==> config.mk <==
export PLATFORM = sky130hd
export DESIGN_NAME = multi_clock_divider
export DESIGN_NICKNAME = d
export VERILOG_FILES = /design/src/rtl/multi_clock_divider.sv
export SDC_FILE = /design/constraint.sdc
export NUM_CORES = 1
export LEC_CHECK = 0
export CORE_MARGIN = 3
export CORE_UTILIZATION = 55
export CTS_CLUSTER_DIAMETER = 50
export CTS_CLUSTER_SIZE = 12
export DETAILED_ROUTE_END_ITERATION = 8
export PLACE_DENSITY = 0.76
export SYNTH_ARGS = -nofsm -noshare
export SYNTH_HDL_FRONTEND = slang
export SYNTH_SLANG_ARGS = --single-unit
==> constraint.sdc <==
create_clock -name clock_100MHz -period 2.62 [get_ports clock_100MHz]
set_input_delay 0.786 -clock clock_100MHz [delete_from_list [all_inputs] [get_ports clock_100MHz]]
set_output_delay 0.786 -clock clock_100MHz [all_outputs]
set_load 0.05 [all_outputs]
==> src/rtl/multi_clock_divider.sv <==
// Multi-channel clock/tick divider running from the 100MHz board clock.
// Each lane has a double-buffered divide value, its own enable and its own square/tick mode.

module multi_clock_divider_lane #(
  parameter int CNT_WIDTH = 32
) (
  input  logic                 clock_100MHz,
  input  logic                 reset_n,
  input  logic                 enable,
  input  logic                 mode,
  input  logic                 load,
  input  logic                 restart,
  input  logic [CNT_WIDTH-1:0] div_value,
  output logic                 clock_divided,
  output logic                 terminal
);

  logic [CNT_WIDTH-1:0] cnt;
  logic [CNT_WIDTH-1:0] shadow;
  logic [CNT_WIDTH-1:0] active;
  logic                 wrap;

  assign wrap = (cnt == active);

  // Shadow capture is independent of restart/enable so a load is never lost.
  always_ff @(posedge clock_100MHz or negedge reset_n) begin
    if (!reset_n)  shadow <= '0;
    else if (load) shadow <= div_value;
  end

  // Active N only changes on a wrap or while idle, so a running period always
  // completes with the value it started with.
  always_ff @(posedge clock_100MHz or negedge reset_n) begin
    if (!reset_n) begin
      cnt           <= '0;
      active        <= '0;
      clock_divided <= 1'b0;
      terminal      <= 1'b0;
    end else if (restart) begin
      cnt           <= '0;
      clock_divided <= 1'b0;
      terminal      <= 1'b0;
    end else if (!enable) begin
      cnt           <= '0;
      active        <= shadow;
      clock_divided <= 1'b0;
      terminal      <= 1'b0;
    end else if (wrap) begin
      cnt           <= '0;
      active        <= shadow;
      terminal      <= 1'b1;
      clock_divided <= mode ? 1'b1 : ~clock_divided;
    end else begin
      cnt      <= cnt + 1'b1;
      terminal <= 1'b0;
      if (mode) clock_divided <= 1'b0;
    end
  end

endmodule

module multi_clock_divider #(
  parameter int NUM_CH    = 4,
  parameter int CNT_WIDTH = 32
) (
  input  logic                          clock_100MHz,
  input  logic                          reset_n,
  input  logic [NUM_CH-1:0]             enable,
  input  logic [NUM_CH-1:0]             mode,
  input  logic [NUM_CH*CNT_WIDTH-1:0]   div_count_value,
  input  logic [NUM_CH-1:0]             load,
  input  logic                          restart,
  output logic [NUM_CH-1:0]             clock_divided,
  output logic [NUM_CH-1:0]             terminal
);

  logic [NUM_CH-1:0][CNT_WIDTH-1:0] div_slices;

  assign div_slices = div_count_value;

  for (genvar i = 0; i < NUM_CH; i++) begin : g_lane
    multi_clock_divider_lane #(
      .CNT_WIDTH (CNT_WIDTH)
    ) u_lane (
      .clock_100MHz  (clock_100MHz),
      .reset_n       (reset_n),
      .enable        (enable[i]),
      .mode          (mode[i]),
      .load          (load[i]),
      .restart       (restart),
      .div_value     (div_slices[i]),
      .clock_divided (clock_divided[i]),
      .terminal      (terminal[i])
    );
  end

endmodule

==> out/results.md, run 1 <==
| Quantity | This run | Unit |
| --- | --- | --- |
| Clock network fraction of design power | 0.400 | - |
| Worst reg2reg path endpoint | g_lane[0].u_lane.active[31] | - |
| Overall die height | 195 | µm |
| Row cnt | 68 | - |
| Post-synthesis instance area | 19600 | µm² |
| Max Clock Skew | 0.0153 | ns |
| Number of buffers and inverters on the critical path | 1 | - |
| Path category of the worst min-delay check | primary input to asynchronous set/reset pin | - |
| Actual transition at the worst max-transition pin | 1.27 | ns |
| Layout cell share with drive strength beyond 1 | 0.0669 | - |
| Final HPWL DP | 32500 | µm |
| Number of diodes added for antenna fixing | 0 | - |
| Netlist cell types | 35 | - |
| Normalized max-slew margin | 0.154 | - |
| Remaining global-route overflow | 0 | - |
| Synthesized area per cell | 9.74 | µm² |
| Buffers from clock root to sink, at most | 3 | - |
| Clock Pin Slew Worst Setup and Hold Paths | 0.06 | ns |
| Post-CTS repair timing setup buffer count | 0 | - |
| Critical path required time | 1.83 | ns |
| Type of destination of the critical path | output port | - |
| Number of slew-limit violations in the final report | 0 | - |
| Global-route wire length before repair | 82700 | µm |
| Area share of the largest cell type after synthesis | 0.500 | - |
| Level count of the clock H-tree | 2 | - |
| Crit path kind | register to output port | - |
| Peak ir drop on the vdd network | 700 | µV |
| Worst hold slack after final layout | 0.176 | ns |
| Detailed Route Iter0 Violations | 1327 | - |
| Final weighted congestion in routability-driven placement | 0.869 | - |
| Max Clock Freq | 394 | MHz |
| Internal Pwr Total | 11.0 | mW |
| Clock sink count | 392 | - |
| Chip width | 195 | µm |
| Post-Route M1 WL | 22100 | µm |
| Number of global-route vias before repair | 16016 | - |
| Maximum number of pins on one net before global-route repair | 85 | - |
| Post-Synthesis Cells | 2014 | - |
| Minimum clock period | 2.54 | ns |
| Synthesis-to-finish area growth | 17.1 | % |
| Number of setup violations in the final report | 0 | - |
| Outcome | finished, final reports clean | - |
| Cell family contributing the most delay on the critical path | buffers and inverters | - |
| Routed Antenna Nets | 0 | - |
| Sum of negative setup slack | 0 | ns |
| Number of cells on the worst reg-to-reg path | 7 | - |
| Syn nets | 2161 | - |
| Routed met3 length | 2730 | µm |
| Sum of met2 wire segment lengths after detailed routing | 23000 | µm |
| Share of synthesized registers carrying an async set or reset | 1.00 | - |
| Top area cells in the synthesized netlist | sky130_fd_sc_hd__dfrtp_1 (50%), sky130_fd_sc_hd__xor2_1 (8.0%), sky130_fd_sc_hd__a22oi_1 (4.9%) | - |
| Max-cap viol count | 0 | - |
| Most instantiated cells after synthesis | sky130_fd_sc_hd__dfrtp_1 (392), sky130_fd_sc_hd__xor2_1 (179), sky130_fd_sc_hd__nand2_1 (158), sky130_fd_sc_hd__nor2_1 (144), sky130_fd_sc_hd__inv_1 (141) | - |
| Number of synthesized flops with an enable pin | 0 | - |
| DR DRC count | 0 | - |
| Clock root buffer master | sky130_fd_sc_hd__clkbuf_16 | - |
| Seq cells post-synth | 392 | - |
| Hold violation total from the final report | 0 | - |
| Count of yosys warnings during synthesis | 0 | - |
| Flop-to-flop setup slack | 0.18 | ns |
| Final layout net count | 2252 | - |
| Primary FF master, synth | sky130_fd_sc_hd__dfrtp_1 | - |
| Number of antenna violations at the first check in global routing | 1 | - |
| Wire length per cell | 19.0 | µm |
| Vias per inst | 6.13 | - |
| Combinational share of power | 0.120 | - |
| Most common cell in the netlist | sky130_fd_sc_hd__dfrtp_1 | - |
| Sequential-to-total area share from yosys stat | 0.500 | - |
| Top routing layer used | met5 | - |
| Full die area | 38000 | µm² |
| Switching power of the nets | 3.83 | mW |
| Post-cts hold buffer count | 0 | - |
| Total Power Consumption | 14.8 | mW |
| Master of the slowest instance on the critical path | sky130_fd_sc_hd__clkdlybuf4s50_1 | - |
| Launching element type of the critical path | register | - |
| Part of the total power dissipated in sequential elements | 0.480 | - |
| Detailed Routing Iterations Pass 1 | 6 | - |
| Pleak | 9.63 | nW |
| Starting Density | 0.562 | - |
| Count of vias placed by the detailed router | 15805 | - |
| Endpoint arrival time on the critical path | 1.75 | ns |
| Count of buffers inserted at the top-level ports | 150 | - |
| Placeable Area | 34900 | µm² |
| Fraction of power spent switching nets | 0.259 | - |
| Highest fanout seen on the critical path | 2 | - |
| Crit path largest cell delay | 0.84 | ns |
| Clock tree from TritonCTS | yes | - |
| Cell type contributing the most total cell area after synthesis | sky130_fd_sc_hd__dfrtp_1 | - |
| Total power per unit cell area | 646 | nW/µm² |
| Global routing usage summed across all routing layers | 0.260 | - |
| Number of placed I/O pins | 151 | - |
| TritonCTS buffer count | 43 | - |
| Post-route clock period utilization | 0.968 | - |
| Skew-Pair Late Insertion Delay | 0.56 | ns |
| Worst reg2reg startpoint | g_lane[0].u_lane.cnt[14] | - |
| Routed Wire Length | 49100 | µm |
| Critical Path, Cell by Cell | clkdlybuf4s50_1 | - |
| Unrepaired setup endpoints after global routing | false | - |
[per-stage QoR]
step	std cells	area, µm²	worst slack [ns]	util
detailed placement	2515	21600	-0.178	0.619
CTS	2579	23000	0.0279	0.658
finish	2579	23000	0.0831	0.658
global route	2579	23000	0.00203	0.658
floorplan	2014	19600	0.419	-
global placement	2515	21600	-0.0792	0.619
[timing repair]
item | 4_1_cts | 5_1_grt
endpoints found under the hold margin | 0 | 0
gates resized for setup | 0 | 1
endpoints found under the setup margin | 0 | 31
[registers in the layout, summed over array words and instances, names as in the netlist]
register / cells
g_lane.u_lane.cnt: 128
g_lane.u_lane.shadow: 128
g_lane.u_lane.active: 128
g_lane.u_lane.terminal: 4
g_lane.u_lane.clock_divided: 4
[cell type report]
cell class | instances | area [µm²]
Tap cell | 455 | 569
Clock buffer | 52 | 1170
Fill cell | 2734 | 11900
Inverter | 141 | 529
Timing Repair Buffer | 214 | 2110
Sequential cell | 392 | 9810
Clock inverter | 12 | 175
Multi-Input combinational cell | 1313 | 8600
[placed cells by master (no fill, tap or decap), types with 5 or more instances in the layout]
cell	n
sky130_fd_sc_hd__dfrtp_1	392
sky130_fd_sc_hd__xor2_1	179
sky130_fd_sc_hd__nand2_1	158
sky130_fd_sc_hd__clkdlybuf4s50_1	144
sky130_fd_sc_hd__inv_1	141
sky130_fd_sc_hd__nor2_1	140
sky130_fd_sc_hd__o21ai_0	133
sky130_fd_sc_hd__o211ai_1	128
sky130_fd_sc_hd__a22oi_1	128
sky130_fd_sc_hd__o311ai_1	109
sky130_fd_sc_hd__xnor2_1	68
sky130_fd_sc_hd__nor4_1	55
sky130_fd_sc_hd__buf_4	53
sky130_fd_sc_hd__clkbuf_16	45
sky130_fd_sc_hd__nand4_1	43
sky130_fd_sc_hd__nand3_1	41
sky130_fd_sc_hd__and3_1	26
sky130_fd_sc_hd__nor3_1	20
sky130_fd_sc_hd__o311ai_0	16
sky130_fd_sc_hd__and4_1	11
sky130_fd_sc_hd__buf_12	11
sky130_fd_sc_hd__or3_1	9
sky130_fd_sc_hd__nor2b_1	8
sky130_fd_sc_hd__nand2b_1	5
sky130_fd_sc_hd__a21oi_1	5
sky130_fd_sc_hd__clkbuf_1	5
[cell families (layout without fill, tap and decap cells)]
family | Yosys count | count (layout) | share of synthesized area
simple gates | 536 | 536 | 0.131
compound gates | 526 | 526 | 0.193
flops | 392 | 392 | 0.500
buf+inv | 309 | 419 | 0.0633
xor+xnor | 247 | 247 | 0.110
fa+ha+maj | 4 | 4 | 0.00255
[worst max path at each step]
stage                     cells after the start                           to  slack (ns)                            from
after floorplan                               6   g_lane[3].u_lane.active[1]        0.42                         restart
after global placement                        5  g_lane[0].u_lane.active[27]       -0.08                       enable[0]
after detailed placement                      5  g_lane[0].u_lane.active[27]       -0.18                       enable[0]
after CTS                                     1             clock_divided[2]        0.03  g_lane[2].u_lane.clock_divided
after global routing                          7   g_lane[0].u_lane.active[0]       0.002        g_lane[0].u_lane.cnt[29]
final                                         1             clock_divided[2]        0.08  g_lane[2].u_lane.clock_divided
[metal layers]
metal  vias up  GRT usage
met2       500      0.417
li1       7384          -
met3        98     0.0381
met5         -          0
met1      7821      0.372
met4         2     0.0784
[power groups by stage]
stage	registers (mW)	clock network (mW)	logic (mW)
after floorplan	7.04	0	1.13
after global placement	7.18	0	1.71
after detailed placement	7.21	0	1.78
after CTS	7.11	6.05	1.80
after global routing	7.18	6.30	2.01
final	7.12	5.93	1.78
(Power assumes the default switching activity.)
==> run 2: changes to the inputs <==
- CORE_MARGIN: 3 -> 2
==> out/results.md, run 2 (synthesis gave the netlist of run 1 again) <==
| Quantity | This run | Unit |
| --- | --- | --- |
| Outcome | finished, final reports clean | - |
| Number of setup violations in the final report | 0 | - |
| Chip width | 193 | µm |
| Launching element type of the critical path | register | - |
| Crit path kind | register to output port | - |
| Max Clock Freq | 403 | MHz |
| Placeable Area | 35300 | µm² |
| Remaining global-route overflow | 0 | - |
| Total power per unit cell area | 650 | nW/µm² |
| Level count of the clock H-tree | 2 | - |
| Count of vias placed by the detailed router | 16040 | - |
| Vias per inst | 6.20 | - |
| Maximum number of pins on one net before global-route repair | 132 | - |
| Combinational share of power | 0.120 | - |
| Number of placed I/O pins | 151 | - |
| Number of antenna violations at the first check in global routing | 0 | - |
| Number of diodes added for antenna fixing | 0 | - |
| Number of buffers and inverters on the critical path | 1 | - |
| Clock Pin Slew Worst Setup and Hold Paths | 0.06 | ns |
| Clock sink count | 392 | - |
| Sum of negative setup slack | 0 | ns |
| Max Clock Skew | 0.0104 | ns |
| Internal Pwr Total | 11.0 | mW |
| Sum of met2 wire segment lengths after detailed routing | 22400 | µm |
| Post-cts hold buffer count | 0 | - |
| Layout cell share with drive strength beyond 1 | 0.0692 | - |
| Row cnt | 69 | - |
| Most common cell after layout, fill and taps aside | sky130_fd_sc_hd__dfrtp_1 | - |
| Path category of the worst min-delay check | primary input to asynchronous set/reset pin | - |
| Commonest cells after routing, fill and taps aside | sky130_fd_sc_hd__dfrtp_1 (392), sky130_fd_sc_hd__xor2_1 (179), sky130_fd_sc_hd__nand2_1 (158) | - |
| Clock network fraction of design power | 0.404 | - |
| Critical Path, Cell by Cell | clkdlybuf4s50_1 | - |
| Post-Route M1 WL | 21300 | µm |
| Count of buffers inserted at the top-level ports | 150 | - |
| Crit path largest cell delay | 0.81 | ns |
| Placed standard-cell area | 21600 | µm² |
| Minimum clock period | 2.48 | ns |
| Normalized max-slew margin | 0.149 | - |
| Worst reg2reg path endpoint | g_lane[2].u_lane.active[0] | - |
| Starting Density | 0.555 | - |
| Top routing layer used | met4 | - |
| Part of the total power dissipated in sequential elements | 0.475 | - |
| Fraction of power spent switching nets | 0.262 | - |
| Detailed Routing Iterations Pass 1 | 6 | - |
| Detailed Route Iter0 Violations | 1166 | - |
| Max-cap viol count | 0 | - |
| Peak ir drop on the vdd network | 626 | µV |
| Biggest regs | g_lane.u_lane.active (128), g_lane.u_lane.cnt (128), g_lane.u_lane.shadow (128) | - |
| Flop-to-flop setup slack | 0.21 | ns |
| Global-route wire length before repair | 80100 | µm |
| Final HPWL DP | 31400 | µm |
| Global routing usage summed across all routing layers | 0.265 | - |
| Endpoint arrival time on the critical path | 1.69 | ns |
| Final weighted congestion in routability-driven placement | 0.910 | - |
| Number of cells on the worst reg-to-reg path | 7 | - |
| Number of slew-limit violations in the final report | 0 | - |
| Post-route clock period utilization | 0.946 | - |
| Pleak | 9.63 | nW |
| Synthesis-to-finish area growth | 17.4 | % |
| Critical path required time | 1.83 | ns |
| Final instance area | 23000 | µm² |
| Wire length per cell | 18.7 | µm |
| Overall die height | 193 | µm |
| Master of the slowest instance on the critical path | sky130_fd_sc_hd__clkdlybuf4s50_1 | - |
| TritonCTS buffer count | 45 | - |
| Number of global-route vias before repair | 15854 | - |
| DR DRC count | 0 | - |
| Highest fanout seen on the critical path | 2 | - |
| Routed Antenna Nets | 0 | - |
| Final layout net count | 2249 | - |
| Cell family contributing the most delay on the critical path | buffers and inverters | - |
| Actual transition at the worst max-transition pin | 1.28 | ns |
| Hold violation total from the final report | 0 | - |
| Full die area | 37200 | µm² |
| Routed Wire Length | 48500 | µm |
| Skew-Pair Late Insertion Delay | 0.54 | ns |
| Buffers from clock root to sink, at most | 3 | - |
| Clock root buffer master | sky130_fd_sc_hd__clkbuf_16 | - |
| Switching power of the nets | 3.93 | mW |
| Routed met3 length | 3290 | µm |
| Type of destination of the critical path | output port | - |
| Clock tree from TritonCTS | yes | - |
| Worst reg2reg startpoint | g_lane[2].u_lane.cnt[8] | - |
-- run 2: routing by layer --
layer	up-vias	global-route usage
met5	-	0
met4	0	0.0893
met3	104	0.0460
met2	626	0.413
met1	7929	0.377
li1	7381	-
-- run 2: worst max-delay path by stage --
stage / depth (start not counted) / slack, ns / from / endpoint
after CTS: 5 / 0.1 / g_lane[2].u_lane.cnt[29] / g_lane[2].u_lane.cnt[20]
after global routing: 7 / -0.02 / g_lane[2].u_lane.cnt[8] / g_lane[2].u_lane.active[2]
after detailed placement: 5 / -0.19 / enable[1] / g_lane[1].u_lane.active[7]
after floorplan: 6 / 0.42 / restart / g_lane[3].u_lane.active[1]
after global placement: 5 / -0.14 / enable[1] / g_lane[1].u_lane.active[7]
final: 1 / 0.14 / g_lane[3].u_lane.clock_divided / clock_divided[3]
-- run 2: timing repair --
item,4_1_cts,5_1_grt
setup endpoints to repair,1,45
gates resized for setup,1,9
hold endpoints to repair,0,0
setup buffers,0,1
pin swaps,0,2
-- run 2: cell type report --
type                    instances  area [µm²]
multi-input cells            1313        8630
flip-flops and latches        392        9810
well taps                     461         577
fillers                      2766       12300
inverters                     141         529
repair buffers                209        2080
clock buffers                  57        1230
clock inverters                13         161
-- run 2: power by group through the flow --
stage               clock [mW]  combinational (mW)  sequential (mW)
finish                    6.05                1.80             7.11
CTS                       6.15                1.80             7.11
floorplan                    0                1.13             7.04
detailed placement           0                1.78             7.21
global placement             0                1.71             7.18
global route              6.40                2.02             7.18
-- run 2: per-stage QoR --
step	hold WS [ns]	worst slack (ns)	power, mW	cells	util
floorplan	0.465	0.419	8.17	2014	-
global placement	0.481	-0.140	8.89	2515	0.611
detailed placement	0.492	-0.193	8.99	2515	0.611
CTS	0.213	0.0975	15.1	2585	0.650
global route	0.241	-0.0206	15.6	2586	0.652
finish	0.215	0.141	15.0	2586	0.652
